$ cat src/rtl/mmio_uart_pkg.sv
// Shared types and register map for the memory-mapped UART transmitter.
// The PARITY state exists only when UART_PARITY_EN is defined.
package mmio_uart_pkg;

    typedef enum logic [2:0] {
        IDLE   = 3'd0,
        START  = 3'd1,
        DATA   = 3'd2,
`ifdef UART_PARITY_EN
        PARITY = 3'd3,
`endif
        STOP   = 3'd4
    } uart_state_t;

    localparam logic [1:0] TXDATA_OFF  = 2'd0;
    localparam logic [1:0] STATUS_OFF  = 2'd1;
    localparam logic [1:0] BAUDDIV_OFF = 2'd2;

endpackage

$ cat src/rtl/sync_fifo.sv
// Single-clock FIFO; a push into a full FIFO is accepted only when a pop
// happens on the same edge.
module sync_fifo #(
    parameter int WIDTH = 8,
    parameter int DEPTH = 4
) (
    input  logic                     clk,
    input  logic                     reset,
    input  logic                     push,
    input  logic                     pop,
    input  logic [WIDTH-1:0]         din,
    output logic [WIDTH-1:0]         dout,
    output logic                     full,
    output logic                     empty,
    output logic [$clog2(DEPTH):0]   count
);

    localparam int AW = $clog2(DEPTH);

    logic [WIDTH-1:0] mem [DEPTH];
    logic [AW-1:0]    wptr;
    logic [AW-1:0]    rptr;
    logic             do_push;
    logic             do_pop;

    assign empty   = (count == '0);
    assign full    = (count == (AW+1)'(DEPTH));
    assign do_pop  = pop && !empty;
    assign do_push = push && (!full || do_pop);
    assign dout    = mem[rptr];

    always_ff @(posedge clk) begin
        if (reset) begin
            wptr  <= '0;
            rptr  <= '0;
            count <= '0;
        end else begin
            if (do_push)
                wptr <= wptr + 1'b1;
            if (do_pop)
                rptr <= rptr + 1'b1;
            case ({do_push, do_pop})
                2'b10:   count <= count + 1'b1;
                2'b01:   count <= count - 1'b1;
                default: count <= count;
            endcase
        end
    end

    always_ff @(posedge clk) begin
        if (do_push)
            mem[wptr] <= din;
    end

endmodule

$ cat src/rtl/mmio_uart_tx.sv
// Memory-mapped UART transmitter: TXDATA/STATUS/BAUDDIV registers, TX FIFO
// and frame FSM. Define UART_PARITY_EN to add an even-parity bit.
module mmio_uart_tx
    import mmio_uart_pkg::*;
#(
    parameter logic [31:0] BASE_ADDR  = 32'h0000_0400,
    parameter int          FIFO_DEPTH = 4,
    parameter logic [15:0] RESET_DIV  = 16'd434
) (
    input  logic        clk,
    input  logic        reset,
    input  logic        we,
    input  logic [31:0] a,
    input  logic [31:0] wd,
    output logic [31:0] rd,
    output logic        tx
);

    localparam int CW = $clog2(FIFO_DEPTH) + 1;

    logic          sel;
    logic [1:0]    off;
    logic          wr_tx;
    logic          wr_stat;
    logic          wr_div;
    logic          is_stat;
    logic          is_div;
    logic [15:0]   bauddiv;
    logic          ovf;
    logic          full;
    logic          empty;
    logic [CW-1:0] count;
    logic [3:0]    cnt4;
    logic [7:0]    fdout;
    logic          pop;
    logic          busy;
    logic          unused;

    uart_state_t   state, state_n;
    logic [7:0]    sh, sh_n;
    logic [15:0]   per, per_n;
    logic [15:0]   bcnt, bcnt_n;
    logic [2:0]    nbit, nbit_n;
    logic          tx_n;
    logic          bit_end;
`ifdef UART_PARITY_EN
    logic          par, par_n;
`endif

    assign sel     = (a[31:4] == BASE_ADDR[31:4]);
    assign off     = a[3:2];
    assign wr_tx   = we && sel && (off == TXDATA_OFF);
    assign wr_stat = we && sel && (off == STATUS_OFF);
    assign wr_div  = we && sel && (off == BAUDDIV_OFF);
    assign is_stat = sel && (off == STATUS_OFF);
    assign is_div  = sel && (off == BAUDDIV_OFF);
    assign busy    = (state != IDLE);
    assign cnt4    = 4'(count);
    assign bit_end = (bcnt == per - 16'd1);
    assign unused  = &{1'b0, a[1:0], wd[31:16]};

    always_comb begin
        rd = '0;
        unique case (1'b1)
            is_stat: rd = {24'b0, cnt4, ovf, empty, full, busy};
            is_div:  rd = {16'b0, bauddiv};
            default: rd = '0;
        endcase
    end

    sync_fifo #(
        .WIDTH (8),
        .DEPTH (FIFO_DEPTH)
    ) u_fifo (
        .clk   (clk),
        .reset (reset),
        .push  (wr_tx),
        .pop   (pop),
        .din   (wd[7:0]),
        .dout  (fdout),
        .full  (full),
        .empty (empty),
        .count (count)
    );

    always_ff @(posedge clk) begin
        if (reset) begin
            bauddiv <= RESET_DIV;
            ovf     <= 1'b0;
        end else begin
            if (wr_div)
                bauddiv <= (wd[15:0] == 16'd0) ? 16'd1 : wd[15:0];
            if (wr_tx && full && !pop)
                ovf <= 1'b1;
            else if (wr_stat && wd[3])
                ovf <= 1'b0;
        end
    end

    always_ff @(posedge clk) begin
        if (reset) begin
            state <= IDLE;
            tx    <= 1'b1;
            sh    <= '0;
            per   <= RESET_DIV;
            bcnt  <= '0;
            nbit  <= '0;
`ifdef UART_PARITY_EN
            par   <= 1'b0;
`endif
        end else begin
            state <= state_n;
            tx    <= tx_n;
            sh    <= sh_n;
            per   <= per_n;
            bcnt  <= bcnt_n;
            nbit  <= nbit_n;
`ifdef UART_PARITY_EN
            par   <= par_n;
`endif
        end
    end

    // A frame starts by popping the FIFO head and latching the divider,
    // from IDLE or straight out of STOP.
    always_comb begin
        state_n = state;
        sh_n    = sh;
        per_n   = per;
        bcnt_n  = bcnt + 16'd1;
        nbit_n  = nbit;
        tx_n    = tx;
        pop     = 1'b0;
`ifdef UART_PARITY_EN
        par_n   = par;
`endif
        unique case (state)
            IDLE: begin
                bcnt_n = '0;
                if (!empty) begin
                    pop     = 1'b1;
                    state_n = START;
                    tx_n    = 1'b0;
                    sh_n    = fdout;
                    per_n   = bauddiv;
                    nbit_n  = '0;
`ifdef UART_PARITY_EN
                    par_n   = ^fdout;
`endif
                end
            end
            START: begin
                if (bit_end) begin
                    bcnt_n  = '0;
                    nbit_n  = '0;
                    state_n = DATA;
                    tx_n    = sh[0];
                end
            end
            DATA: begin
                if (bit_end) begin
                    bcnt_n = '0;
                    if (nbit == 3'd7) begin
`ifdef UART_PARITY_EN
                        state_n = PARITY;
                        tx_n    = par;
`else
                        state_n = STOP;
                        tx_n    = 1'b1;
`endif
                        nbit_n  = '0;
                    end else begin
                        nbit_n = nbit + 3'd1;
                        sh_n   = {1'b0, sh[7:1]};
                        tx_n   = sh[1];
                    end
                end
            end
`ifdef UART_PARITY_EN
            PARITY: begin
                if (bit_end) begin
                    bcnt_n  = '0;
                    state_n = STOP;
                    tx_n    = 1'b1;
                end
            end
`endif
            STOP: begin
                if (bit_end) begin
                    bcnt_n = '0;
                    if (!empty) begin
                        pop     = 1'b1;
                        state_n = START;
                        tx_n    = 1'b0;
                        sh_n    = fdout;
                        per_n   = bauddiv;
                        nbit_n  = '0;
`ifdef UART_PARITY_EN
                        par_n   = ^fdout;
`endif
                    end else begin
                        state_n = IDLE;
                        tx_n    = 1'b1;
                    end
                end
            end
            default: begin
                state_n = IDLE;
                tx_n    = 1'b1;
                bcnt_n  = '0;
            end
        endcase
    end

endmodule

$ cat config.mk
export PLATFORM = sky130hd
export DESIGN_NAME = mmio_uart_tx
export DESIGN_NICKNAME = d
export VERILOG_FILES = /design/src/rtl/mmio_uart_pkg.sv /design/src/rtl/sync_fifo.sv /design/src/rtl/mmio_uart_tx.sv
export SDC_FILE = /design/constraint.sdc
export NUM_CORES = 1
export LEC_CHECK = 0
export ABC_CLOCK_PERIOD_IN_PS = 4000
export BUFFER_PORTS_ARGS = -buffer_cell sky130_fd_sc_hd__buf_2
export CAP_MARGIN = 20
export CORE_UTILIZATION = 32
export CTS_CLUSTER_SIZE = 20
export DETAILED_ROUTE_END_ITERATION = 6
export GPL_TIMING_DRIVEN = 0
export PLACE_DENSITY = 0.51
export RECOVER_POWER = 100
export SLEW_MARGIN = 40
export SYNTH_ARGS = -nofsm -noshare
export SYNTH_HDL_FRONTEND = slang
export SYNTH_SLANG_ARGS = --single-unit
$ cat constraint.sdc
create_clock -name clk -period 4 [get_ports clk]
set_clock_uncertainty 0.15 [all_clocks]
set_input_delay 0.4 -clock clk [delete_from_list [all_inputs] [get_ports clk]]
set_output_delay 0.4 -clock clk [all_outputs]
set_load 0.03 [all_outputs]
---- Yosys cells after proc, flatten, opt, wreduce, memory -nomap -nowiden ----
Memories as Yosys holds them, arrays and structs flattened. A register that Yosys moved wholly into a read port is not among the register bits.
Index checks and enable logic that the tools add are counted.
word-level totals
  bits in registers ....................... 71
  latch bits .............................. 0
  RAM bits ................................ 32
  bits in read-only memories .............. 0
  input port bits ......................... 67
  output and inout port bits .............. 33
  word-level logic and storage cells ...... 109
  memories kept ........................... 1
cells by class
  add/subtract/negate cells ............... 7
  $mul .................................... 0
  div/mod/pow operators ................... 0
  order comparisons ....................... 0
  equality and inequality tests ........... 17
  shifts and indexed selects .............. 0
  mux-type cells .......................... 40
  bitwise logic cells ..................... 1
  reductions and logical operators ........ 32
memory list
  memory      depth  bits a word  read ports  clocked after memory_dff  write ports  RTL line         source
  u_fifo.mem  4      8            1           1                         1            sync_fifo.sv:20  logic [WIDTH-1:0] mem [DEPTH];
operator list
  kind                                                 count
  one-hot mux 16 bit (2 select lines)                  2
  two-way mux 16 bit                                   3
  two-way mux 8 bit                                    4
  two-way mux 3 bit                                    10
  == test 28 x 7 -> 1 bit (second input constant)      1
  one-hot mux 3 bit (4 select lines)                   2
  one-hot mux 8 bit (3 select lines)                   1
  adder 16 x 1 -> 16 bit (second input constant)       1
  == test 16 bit                                       1
  logical NOT 16 bit                                   1
  subtractor 16 x 1 -> 16 bit (second input constant)  1
  two-way mux 1 bit                                    13
  != test 2 bit (second input constant)                6
  AND reduction 4 bit                                  3
  logical AND 1 bit                                    11
  == test 3 bit (second input constant)                3
  adder 3 x 1 -> 3 bit (second input constant)         2
  logical NOT 3 bit                                    2
  one-hot mux 3 bit (2 select lines)                   1
  nonzero test 2 bit                                   3
  nonzero test 3 bit                                   2
  OR reduction 3 bit                                   2
  AND reduction 5 bit                                  1
  adder 2 x 1 -> 2 bit (second input constant)         2
  other kinds (14)                                     19

---- Depth between registers and ports, before layout ----
Gate-level depths: netlist of run 1.
  depth after elaboration ................. 9
  gate-level depth with buffers ........... 13
  gate-level depth less buffers ........... 12

---- Hierarchy ----
Synthesis of run 1 repeated with hierarchy kept, for this count alone.
second synthesis, totals
  cell total of the unflattened synthesis .. 517
  area, all modules ....................... 5,171.2 sq um
modules (own cells, without submodules)
  module        instances  cells an instance  area an instance (sq um)  sequential area each (sq um)
  mmio_uart_tx  1          421                3,525.9                   1,281.2
  sync_fifo     1          96                 1,645.3                   1,141.1

---- Worst setup path after synthesis of run 1 ----
No wires, ideal clock.
  kind .................................... reg-to-reg
  from .................................... register per[0]
  to ...................................... register u_fifo.count[2]
  library setup time ...................... 121 ps
  arrival time ............................ 3,461 ps
  required time ........................... 3,729 ps
  setup slack ............................. 268 ps
  stages on the path, launching flop included .. 14
  buffers on the path ..................... 1
  clock period less this slack ............ 3,732 ps
  cell sequence ........................... dfxtp_1 > inv_1 > ha_1 > or3b_1 > buf_2 > or4_4 > a2111oi_4 > nand4_2 > o31ai_4 > nand3_1 > fa_1 > nor3_1 > a21boi_2 > mux2_4
on the way
  cells in the longest elaborated chain, start to end .. 9
  elaborated cells on any way between the ends .. 11
  those cells by class .................... 1 x add/sub; 3 x eq/ne; 3 x mux; 4 x reduce/logical
RTL lines
  element                                                                          RTL line             source
  from (decl)                                                                      mmio_uart_tx.sv:41   logic [15:0] per, per_n;
  from (signal assigned)                                                           mmio_uart_tx.sv:115  per <= per_n;
  subtractor 16 x 1 -> 16 bit *                                                    mmio_uart_tx.sv:59   assign bit_end = (bcnt == per - 16'd1);
  == test 16 bit *                                                                 mmio_uart_tx.sv:59
  two-way mux 1 bit *                                                              mmio_uart_tx.sv:189  if (bit_end) begin
  one-hot mux 1 bit (2 select lines) *                                             mmio_uart_tx.sv:137  unique case (state)
  logical AND 1 bit *                                                              sync_fifo.sv:28      assign do_pop = pop && !empty;
  logical OR 1 bit                                                                 sync_fifo.sv:29      assign do_push = push && (!full || do_pop);
  logical AND 1 bit                                                                sync_fifo.sv:29
  == test 2 x 1 -> 1 bit / == test 2 bit (equally long branches)                   sync_fifo.sv:42      case ({do_push, do_pop})
  one-hot mux 3 bit (2 select lines) / nonzero test 2 bit (equally long branches)  -
  to (signal assigned)                                                             sync_fifo.sv:43      2'b10: count <= count + 1'b1;
  to (signal assigned)                                                             sync_fifo.sv:44      2'b01: count <= count - 1'b1;
  to (signal assigned)                                                             sync_fifo.sv:45      default: count <= count;
  to (decl)                                                                        sync_fifo.sv:15      output logic [$clog2(DEPTH):0] count
Mark *: on every way between the ends. The rest lies on a longest branch, timed or not.
A chain may end at the register's enable or synchronous reset.

---- Worst setup path in the final report of run 1 ----
Same ends and word-level chain as after synthesis.

==> results of run 1 <==
-- per-layer routing --
| layer | vias to the layer above | share of wire (%) | wire length [um] |
|---|---|---|---|
| met3 | 11 | 3.9 | 510 |
| li1 | 2058 | - | - |
| met1 | 1960 | 48 | 6180 |
| met2 | 95 | 47 | 6040 |
| met5 | - | 0 | 0 |
| met4 | 0 | 1.5 | 189 |
-- per-stage QoR --
step	hold slack, ps	util (%)
5_1_grt	135	39.2
3_5_place_dp	304	37.0
4_1_cts	116	39.0
2_1_floorplan	282	-
6_report	127	39.2
3_3_place_gp	290	37.0
-- cell type report --
class | count | share of cell area, %
buffer | 43 | 4.07
clock buffer | 9 | 3.59
clock inverter | 7 | 0.977
inverter | 11 | 0.658
multi-input combinational | 388 | 42.3
sequential | 105 | 38.7
tap | 216 | 4.31
timing repair buffer | 70 | 5.37
-- tightest hold or removal path, stage by stage --
cell     delay [ps]
buf_2            90
nand2_1          40
nand3_1          60
-- kinds of logic after synthesis --
logic type      count (synthesis)
compound gates                 65
fa+ha+maj                       9
flops                         105
buf+inv                        54
mux                            43
other cells                     1
simple gates                  221
xor+xnor                       34
-- how the worst min path moves through the flow --
stage	startpoint	endpoint	slack, ps	cells after the start
3_3_place_gp	ovf	ovf	290	2
5_1_grt	wd[8]	bauddiv[8]	130	3
2_1_floorplan	ovf	ovf	280	2
3_5_place_dp	ovf	ovf	300	2
6_report	wd[8]	bauddiv[8]	130	3
4_1_cts	wd[8]	bauddiv[8]	120	3
-- cell usage after synthesis, types with 8 or more instances --
| library cell | n |
|---|---|
| dfxtp_1 | 73 |
| nor2_1 | 71 |
| nand2_1 | 47 |
| edfxtp_1 | 32 |
| a21oi_1 | 22 |
| mux2i_1 | 22 |
| clkbuf_1 | 21 |
| nand3_1 | 21 |
| xor2_1 | 17 |
| buf_4 | 16 |
| xnor2_1 | 16 |
| and2_1 | 15 |
| nor4_1 | 15 |
| mux2_2 | 12 |
| inv_1 | 11 |
| nor3_1 | 9 |
| o21ai_0 | 9 |
| ha_1 | 8 |
| mux4_2 | 8 |
-- registers in the layout, indices dropped and copies added (netlist names), named ones only --
signal        cells
sh                8
per              16
u_fifo.rptr       2
bauddiv          16
bcnt             16
u_fifo.wptr       2
u_fifo.mem       32
ovf               1
tx                1
u_fifo.count      3
state             3
nbit              3
-- power by group through the flow --
stage	combinational (mW)	clock [mW]	sequential [mW]
after global routing	0.705	0.916	1.21
after detailed placement	0.633	0	1.23
final	0.639	0.849	1.20
after global placement	0.622	0	1.22
after CTS	0.639	0.873	1.20
after floorplan	0.479	0	1.22
-- repair_timing --
| action | 4_1_cts | 5_1_grt |
|---|---|---|
| endpoints found under the hold margin | 0 | 0 |
| pin swaps | 3 | 3 |
| endpoints found under the setup margin | 33 | 33 |
| resized for setup | 7 | 11 |
| buffers inserted | 1 | 4 |
==> metrics.md, run 1 <==
| Metric | Value |
|---|---|
| Status | completed |
| Longest Clk Path Bufs | 2 |
| Top fanout value on the critical path | 5 |
| Worst reg2reg path endpoint | u_fifo.count[2] |
| VDD IR max | a little over 200 uV |
| Setup-failing EPs final | 0 |
| Max Cap Violations | 0 |
| Crit. Startpoint | per[0] |
| Hpwl dp | between 9000 and 10,000 um |
| Reg area | approximately 0.0024 mm2 |
| Met1 usage | 21.5% |
| Ys async rst share | 0% |
| Synthesis-to-finish area growth | 19.1% |
| Crit-path cells | inv_1 -> ha_2 -> or3b_1 -> buf_6 -> or4_4 -> a2111oi_4 -> nand4_4 -> o31ai_4 -> nand3_2 -> fa_2 -> nor3_4 -> a21boi_2 -> mux2_4 |
| DRC Markers | 0 |
| Pint | 1.88 mW |
| Ys Warns | 0 |
| Worst EP required | approximately 4100 ps |
| DRT iter0 DRCs | between 150 and 200 |
| Inserted Clock Buffers | 9 |
| Port bufs | 65 |
| Combinational Power Share | 23.8% |
| Clk slew on worst S/H paths | 70 ps |
| Mean area per synthesized cell | between 9 and 10 um2 |
| Crit-path leading delay family | simple AND/OR/NAND/NOR gates |
| WP depth | 13 |
| Reg power frac | 44.6% |
| Final design instance area without fill | between 0.006 and 0.007 mm2 |
| Worst EP arrival | a little under 4000 ps |
| Endpoint class of the critical path | register |
| Main combinational cell family by area after synthesis | simple AND/OR/NAND/NOR gates |
| Clock share of power | 31.6% |
| Row cnt | 46 |
| Compound-Gate Fraction of Synth Area | 9.03% |
| Gr usage total | between 15 and 20% |
| Number of global-route vias before repair | 3,896 |
| HP Class | input port to register |
| Vias | 4,124 |
| GPL Wtd Cong | between 0.8 and 0.9 |
| DIE HEIGHT | 130 um |
| Core area | between 0.015 and 0.02 mm2 |
| H-tree depth | 3 |
| Biggest area consumer among synthesized cells | dfxtp_1 |
| Synth area leaders | dfxtp_1 28%, edfxtp_1 18%, nor2_1 5.1%, mux2i_1 4.2%, mux4_2 3.4% |
| Register area share after synthesis | a little under half |
| Clk Latency, worst-skew pair | ~350 ps |
| Startpoint Class | register |
| R2R depth | 13 |
| Clk Tree Root Cell | clkbuf_16 |
| Die Area | between 0.015 and 0.02 mm2 |
| Number of diodes | 0 |
| Post-DR wirelength/cell | 15.2 um |
| Share of cells above drive strength 1 | 20.4% |
| Post-synthesis cell area | ~0.0053 mm2 |
| Cts hold-fix bufs | 0 |
| Ports | 100 |
| Cells after synthesis | 532 |
| R2R Path Start | per[0] |
| Filler cells | about 1,600 |
| Total gr overflow | 0 |
| Finished Layout Cells | about 850 |
| Tcrit/Tclk final | a little over nine tenths |
| # placed instances | 828 |
| EDFF count, synth | 32 |
| Sw frac | between 30% and 40% |
| Highest Clock Rate | roughly 260 MHz |
| Tightest Pin Transition | 796 ps |
| CTS tree | done |
| DP Worst Slack | -48.9 ps |
| Total placed instance area | about 0.006 mm2 |
| Post-synth top area share | approximately 28% |
| Vias/cell | 4.86 |
| Multi-input logic area | ~0.0027 mm2 |
| Post-route ant nets | 0 |
| Switching power | around 800 uW |
| Critical path class | register to register |
| Met3 usage | under 10% |
| Synth Area in XOR/XNOR | under 10% |
| Main synth FF type | dfxtp_1 |
| Synth Area in Adders | 2.28% |
| Design Power | between 2 and 3 mW |
| Layout Nets | 704 |
| Global-route wire length before repair | roughly 21,000 um |
| Routed WL | around 13,000 um |
| Setup TNS | 0 ps |
| Initial Util | 32.9% |
| Slowest cell on crit path | or4_4 |
| Largest net degree at the start of global routing | 20 |
| Cell Pwr Density | 428 mW/mm2 |
| CTS sink cnt | roughly 110 |
| Antenna violations before repair | 0 |
| FF+latch count, synth | 105 |
| Pleak | 2.36 nW |
| Max Transition Viols Final | 0 |
| Min cycle time layout | about 3900 ps |
| Relative slew slack | between 40% and 50% |
| Drt pass-1 iters | 4 |
| Hold Violations, Final | 0 |
| Worst Setup EP | u_fifo.count[2] |
| Distinct cells, synth | between 60 and 70 |
| Global route hottest layer | met2 |
| Worst R2R Setup Slack | approximately 120 ps |
| Multiplexer area fraction after synthesis | a little over a tenth |
| Most frequent cells in the layout | 71 x nor2_1, 71 x dfxtp_1, 47 x nand2_1, 46 x buf_2, 41 x clkbuf_1 |
| WP buf/inv | 2 |
| Chip Width | roughly 130 um |
| Worst setup margin | 121 ps |
| GR Util met2 | between 20% and 30% |
| CP max stage delay | around 480 ps |
| Simple-gate portion of the synthesized area | around a fifth |
Power figures use the tool's default switching activity.
==> run 2: changes to the inputs <==
--- a/constraint.sdc
+++ b/constraint.sdc
@@ -4,2 +4,2 @@
 set_output_delay 0.4 -clock clk [all_outputs]
-set_load 0.03 [all_outputs]
+set_load 0.005 [all_outputs]
==> metrics.md, run 2 (synthesized netlist as in run 1, its figures left out) <==
| Metric | Value |
|---|---|
| Number of global-route vias before repair | 3,896 (unchanged) |
| Cts hold-fix bufs | 0 (unchanged) |
| Clk Latency, worst-skew pair | 350 ps (about the same) |
| Chip Width | 130 um (unchanged) |
| Reg power frac | 45.0% (+0.4 points) |
| Inserted Clock Buffers | 9 (unchanged) |
| Vias/cell | 4.86 (about the same) |
| Synthesis-to-finish area growth | 19.3% |
| Post-route ant nets | 0 (unchanged) |
| Largest register by flop count | u_fifo.mem |
| Core area | 0.0160 mm2 (unchanged) |
| Vias | 4,126 (+0.048%) |
| Tightest Pin Transition | 798 ps (+2.07 ps) |
| Hold path start | wd[8] |
| Worst EP required | 4100 ps (about the same) |
| CP max stage delay | 480 ps (about the same) |
| Die Area | 0.0170 mm2 (unchanged) |
| Relative slew slack | 46.7% (-0.14 points) |
| DP Worst Slack | -48.9 ps (unchanged) |
| Total gr overflow | 0 (unchanged) |
| Switching power | 783 uW (-3.1%) |
| Ports | 100 (unchanged) |
| Longest Clk Path Bufs | 2 (unchanged) |
| GPL Wtd Cong | 0.844 (unchanged) |
| Most frequent cells in the layout | 71 x nor2_1, 71 x dfxtp_1, 53 x buf_2, 47 x nand2_1, 34 x clkbuf_1 |
| Hold path cells | 3 (unchanged) |
| HP Class | input port to register |
| Gr usage total | 16.2% (unchanged) |
| Crit-path cells | inv_1 -> ha_2 -> or3b_1 -> buf_6 -> or4_4 -> a2111oi_4 -> nand4_4 -> o31ai_4 -> nand3_2 -> fa_2 -> nor3_4 -> a21boi_2 -> mux2_4 |
| Cell Pwr Density | 424 mW/mm2 (-1.1%) |
| WP buf/inv | 2 (unchanged) |
| CTS sink cnt | 105 (unchanged) |
| Max FFs per register | 32 (unchanged) |
| Startpoint Class | register |
| Share of cells above drive strength 1 | 21.5% (+1.1 points) |
| H-tree depth | 3 (unchanged) |
| Drt pass-1 iters | 4 (unchanged) |
| Largest net degree at the start of global routing | 20 (unchanged) |
| DRC Markers | 0 (unchanged) |
| Pint | 1.88 mW (about the same) |
| Max Cap Violations | 0 (unchanged) |
| Status | completed |
| CTS tree | done |
| Global-route wire length before repair | 20,700 um (unchanged) |
| Clock share of power | 31.9% (+0.3 points) |
| Tcrit/Tclk final | 96.9% (about the same) |
| Setup-failing EPs final | 0 (unchanged) |
| Finished Layout Cells | 849 (unchanged) |
| Setup TNS | 0 ps (unchanged) |
| Critical path class | register to register |
| Initial Util | 32.9% (unchanged) |
| Antenna violations before repair | 0 (unchanged) |
| DIE HEIGHT | 130 um (unchanged) |
| Pleak | 2.38 nW (+1.1%) |
| Worst R2R Setup Slack | 120 ps (about the same) |
| VDD IR max | 205 uV (about the same) |
| Worst EP arrival | 3970 ps (about the same) |
| Top fanout value on the critical path | 5 (unchanged) |
| WHS | 123 ps (-3.41 ps) |
| Layout Nets | 704 (unchanged) |
| Post-DR wirelength/cell | 15.2 um (-0.13%) |
| Slowest cell on crit path | or4_4 |
| Max Transition Viols Final | 0 (unchanged) |
| Highest Clock Rate | 258 MHz (about the same) |
| Number of diodes | 0 (unchanged) |
| # placed instances | 828 (unchanged) |
| Worst reg2reg path endpoint | u_fifo.count[2] |
| Sw frac | 29.4% (-0.64 points) |
| R2R Path Start | per[0] |
| Clk Tree Root Cell | clkbuf_16 |
| Hold endpoint | bauddiv[8] |
| Hpwl dp | 9820 um (unchanged) |
| Crit-path leading delay family | simple AND/OR/NAND/NOR gates |
| Worst setup margin | 123 ps (+1.58 ps) |
| Min cycle time layout | 3880 ps (-1.58 ps) |
| R2R depth | 13 (unchanged) |
| Hold Violations, Final | 0 (unchanged) |
| Port bufs | 65 (unchanged) |
| Clk slew on worst S/H paths | 70 ps (about the same) |
| DRT iter0 DRCs | 195 (+2.1%) |
| Combinational Power Share | 23.1% (-0.7 points) |
| Row cnt | 46 (unchanged) |
| Routed WL | 12,900 um (-0.13%) |
| Design Power | 2.66 mW (-0.95%) |
| Endpoint class of the critical path | register |
## run 2: area by class of cell
| type | count | area, um2 |
|---|---|---|
| fillers | 1596 | 9720 |
| multi-input cells | 388 | 2650 |
| flip-flops and latches | 105 | 2430 |
| repair buffers | 70 | 345 |
| well taps | 216 | 270 |
| plain buffers | 43 | 255 |
| clock buffers | 9 | 225 |
| clock inverters | 7 | 61.3 |
| inverters | 11 | 41.3 |
## run 2: timing repair
action                     4_1_cts  5_1_grt
setup endpoints to repair       33       33
pin swaps                        3        3
resized for setup                7       11
buffers inserted                 1        4
## run 2: worst max path at each step
stage | from | endpoint | slack [ps] | cells past startpoint
after detailed placement | per[0] | u_fifo.count[2] | -50 | 13
after floorplan | per[0] | u_fifo.count[2] | 270 | 13
after global placement | per[0] | u_fifo.mem[2][7] | -20 | 11
after global routing | per[0] | u_fifo.count[2] | -20 | 13
final | per[0] | u_fifo.count[2] | 120 | 13
after CTS | per[0] | u_fifo.count[2] | 50 | 13
## run 2: routing by layer
layer	track usage, %	share of wire, %
met1	21.5	48
met2	27.0	47
met3	2.34	4.1
met4	5.75	1.5
met5	0	0
## run 2: stage by stage
step                cell area, um2  utilization [%]
floorplan                     5320                -
global placement              5920             37.0
detailed placement            5920             37.0
CTS                           6240             39.0
global route                  6280             39.3
finish                        6280             39.3
## run 2: worst register-to-register path: stages, from the launching register on
cell and delay (ps):
dfxtp_4 360, inv_1 60, ha_2 180, or3b_1 370, buf_6 130, or4_4 490, a2111oi_4 410, nand4_4 180
o31ai_4 290, nand3_2 150, fa_2 430, nor3_4 200, a21boi_2 90, mux2_4 300
## run 2: power groups by stage
stage                     clock, mW  sequential, mW  combinational [mW]
after floorplan                   0            1.21               0.462
after global placement            0            1.22               0.596
after detailed placement          0            1.23               0.608
after CTS                     0.873            1.20               0.614
after global routing          0.916            1.21               0.680
final                         0.849            1.20               0.613
==> run 3: changes to the inputs <==
Settings changed: ABC_CLOCK_PERIOD_IN_PS 4000 to 4800, PLACE_DENSITY 0.51 to 0.49, REMOVE_ABC_BUFFERS from default to 1.
Clock period 4 ns to 4.8 ns, I/O delays scaled along.
==> metrics.md, run 3 (synthesized netlist as in run 1, its figures left out) <==
| Metric | Value |
|---|---|
| Status | completed |
| Critical Path Most Common Cell | buf_12 |
| Number of diodes | 0 (unchanged) |
| Global-route wire length before repair | 19,900 um (-3.5%) |
| Most common cell after layout, fill and taps aside | dfxtp_1 |
| Crit-path leading delay family | simple AND/OR/NAND/NOR gates |
| Synthesis-to-finish area growth | 14.7% |
| Vias | 3,971 (-3.8%) |
| Inserted Clock Buffers | 9 (unchanged) |
| Startpoint Class | register |
| Clk slew on worst S/H paths | 70 ps (about the same) |
| Clk Latency, worst-skew pair | 350 ps (about the same) |
| Highest Clock Rate | 225 MHz (-13%) |
| Tcrit/Tclk final | 92.5% (-4.4 points) |
| Sw frac | 26.8% (-2.7 points) |
| Routed WL | 12,000 um (-7.0%) |
| CTS sink cnt | 105 (unchanged) |
| Largest register by flop count | u_fifo.mem |
| Reg power frac | 44.9% (about the same) |
| Die Area | 0.0170 mm2 (unchanged) |
| Share of cells above drive strength 1 | 16.5% (-5.0 points) |
| Max Transition Viols Final | 0 (unchanged) |
| DRT iter0 DRCs | 228 (+17%) |
| Layout Nets | 659 (-6.4%) |
| Number of global-route vias before repair | 3,832 (-1.6%) |
| Total gr overflow | 0 (unchanged) |
| # placed instances | 785 (-5.2%) |
| DP Worst Slack | -77.4 ps (-28.5 ps) |
| DIE HEIGHT | 130 um (unchanged) |
| VDD IR max | 214 uV (+4.3%) |
| Top fanout value on the critical path | 7 (+2) |
| Hpwl dp | 8590 um (-12%) |
| Switching power | 615 uW (-22%) |
| Setup-failing EPs final | 0 (unchanged) |
| Clock share of power | 36.7% (+4.8 points) |
| WP buf/inv | 3 (+1) |
| Max Cap Violations | 0 (unchanged) |
| Most frequent cells in the layout | 73 x dfxtp_1, 70 x nor2_1, 48 x buf_2, 46 x nand2_1, 32 x edfxtp_1 |
| Pint | 1.68 mW (-11%) |
| Post-route ant nets | 0 (unchanged) |
| DRC Markers | 0 (unchanged) |
| H-tree depth | 3 (unchanged) |
| Drt pass-1 iters | 4 (unchanged) |
| Hold Violations, Final | 0 (unchanged) |
| Cell Pwr Density | 380 mW/mm2 (-10%) |
| Gr usage total | 15.4% (-0.80 points) |
| Ports | 100 (unchanged) |
| Critical path class | register to register |
| Combinational Power Share | 18.4% (-4.7 points) |
| Setup TNS | 0 ps (unchanged) |
| Max FFs per register | 32 (unchanged) |
| CP max stage delay | 530 ps (+50 ps) |
| HP Class | input port to register |
| Tightest Pin Transition | 984 ps (+186 ps) |
| Initial Util | 32.9% (unchanged) |
| Slowest cell on crit path | or4_4 |
| Pleak | 2.24 nW (-6.0%) |
| Chip Width | 130 um (unchanged) |
| Relative slew slack | 34.4% (-12 points) |
| WHS | 207 ps (+83.6 ps) |
| Min cycle time layout | 4440 ps (+564 ps) |
| GPL Wtd Cong | 0.760 (-10%) |
| Core area | 0.0160 mm2 (unchanged) |
| Worst EP arrival | 4540 ps (+570 ps) |
| CTS tree | done |
| Vias/cell | 4.94 (+1.6%) |
| Finished Layout Cells | 804 (-5.3%) |
| Worst EP required | 4900 ps (+800 ps) |
| Longest Clk Path Bufs | 2 (unchanged) |
| Port bufs | 65 (unchanged) |
| Largest net degree at the start of global routing | 50 (+150%) |
| Endpoint class of the critical path | register |
| Worst setup margin | 359 ps (+236 ps) |
| Antenna violations before repair | 0 (unchanged) |
| Clk Tree Root Cell | clkbuf_16 |
| Post-DR wirelength/cell | 14.9 um (-1.8%) |
| RSZ-0062 raised after global routing | no |
| Crit-path cells | inv_1 -> ha_1 -> or3b_1 -> or4_4 -> a2111oi_4 -> nand4_2 -> o31ai_1 -> buf_12 -> buf_12 -> nand3_1 -> fa_1 -> nor3_1 -> a21boi_0 -> mux2_4 |
| Cts hold-fix bufs | 0 (unchanged) |
| Row cnt | 46 (unchanged) |
[run 3: cell types whose count changed in the layout (fill, tap and decap cells not counted), moves of 4 or more]
| cell | delta |
|---|---|
| and2_2 | -4 |
| buf_6 | -4 |
| buf_2 | -5 |
| clkbuf_1 | -15 |
| buf_4 | -20 |
| and2_1 | +4 |
[run 3: worst min-delay path, delay by kind of cell]
| kind | cells | cell delay [ps] |
|---|---|---|
| AND/OR/NAND/NOR | 2 | 110 |
| buffers and inverters | 1 | 90 |
[run 3: stage by stage]
| step | power [mW] | utilization (%) | cell area (um2) |
|---|---|---|---|
| 4_1_cts | 2.33 | 37.7 | 6030 |
| 5_1_grt | 2.40 | 37.7 | 6040 |
| 6_report | 2.29 | 37.7 | 6040 |
| 2_1_floorplan | 1.36 | - | 5070 |
| 3_5_place_dp | 1.48 | 35.5 | 5690 |
| 3_3_place_gp | 1.47 | 35.4 | 5670 |
[run 3: final timing paths]
path | startpoint | end | slack (ps) | depth (start not counted)
max | per[0] | u_fifo.count[2] | 360 | 14
min | wd[8] | bauddiv[8] | 210 | 3
min reg2reg | ovf | ovf | 330 | 2
max reg2reg | per[0] | u_fifo.count[2] | 360 | 14
[run 3: power groups by stage]
| stage | Clock (mW) | Sequential [mW] | Combinational (mW) |
|---|---|---|---|
| final | 0.842 | 1.03 | 0.423 |
| after global routing | 0.897 | 1.04 | 0.463 |
| after CTS | 0.861 | 1.03 | 0.434 |
| after global placement | 0 | 1.05 | 0.419 |
| after floorplan | 0 | 1.03 | 0.326 |
| after detailed placement | 0 | 1.05 | 0.428 |
[run 3: cell type report]
class / instances / area [um2]
multi-input cells: 388 / 2620
clock inverters: 5 / 104
well taps: 216 / 270
clock buffers: 11 / 233
repair buffers: 68 / 352
flip-flops and latches: 105 / 2420
fillers: 1672 / 9960
inverters: 11 / 41.3
[run 3: timing repair]
item | CTS | global route
cloned | 0 | 0
gates resized for setup | 1 | 0
setup endpoints to repair | 32 | 32
setup buffers | 0 | 3
pin swaps | 0 | 1
[run 3: layer usage]
layer / GRT usage [%] / vias up / wire length [um]
met5: 0 / - / 0
met2: 24.7 / 106 / 5530
li1: - / 1960 / -
met3: 3.81 / 6 / 512
met4: 4.51 / 0 / 117
met1: 20.5 / 1899 / 5830
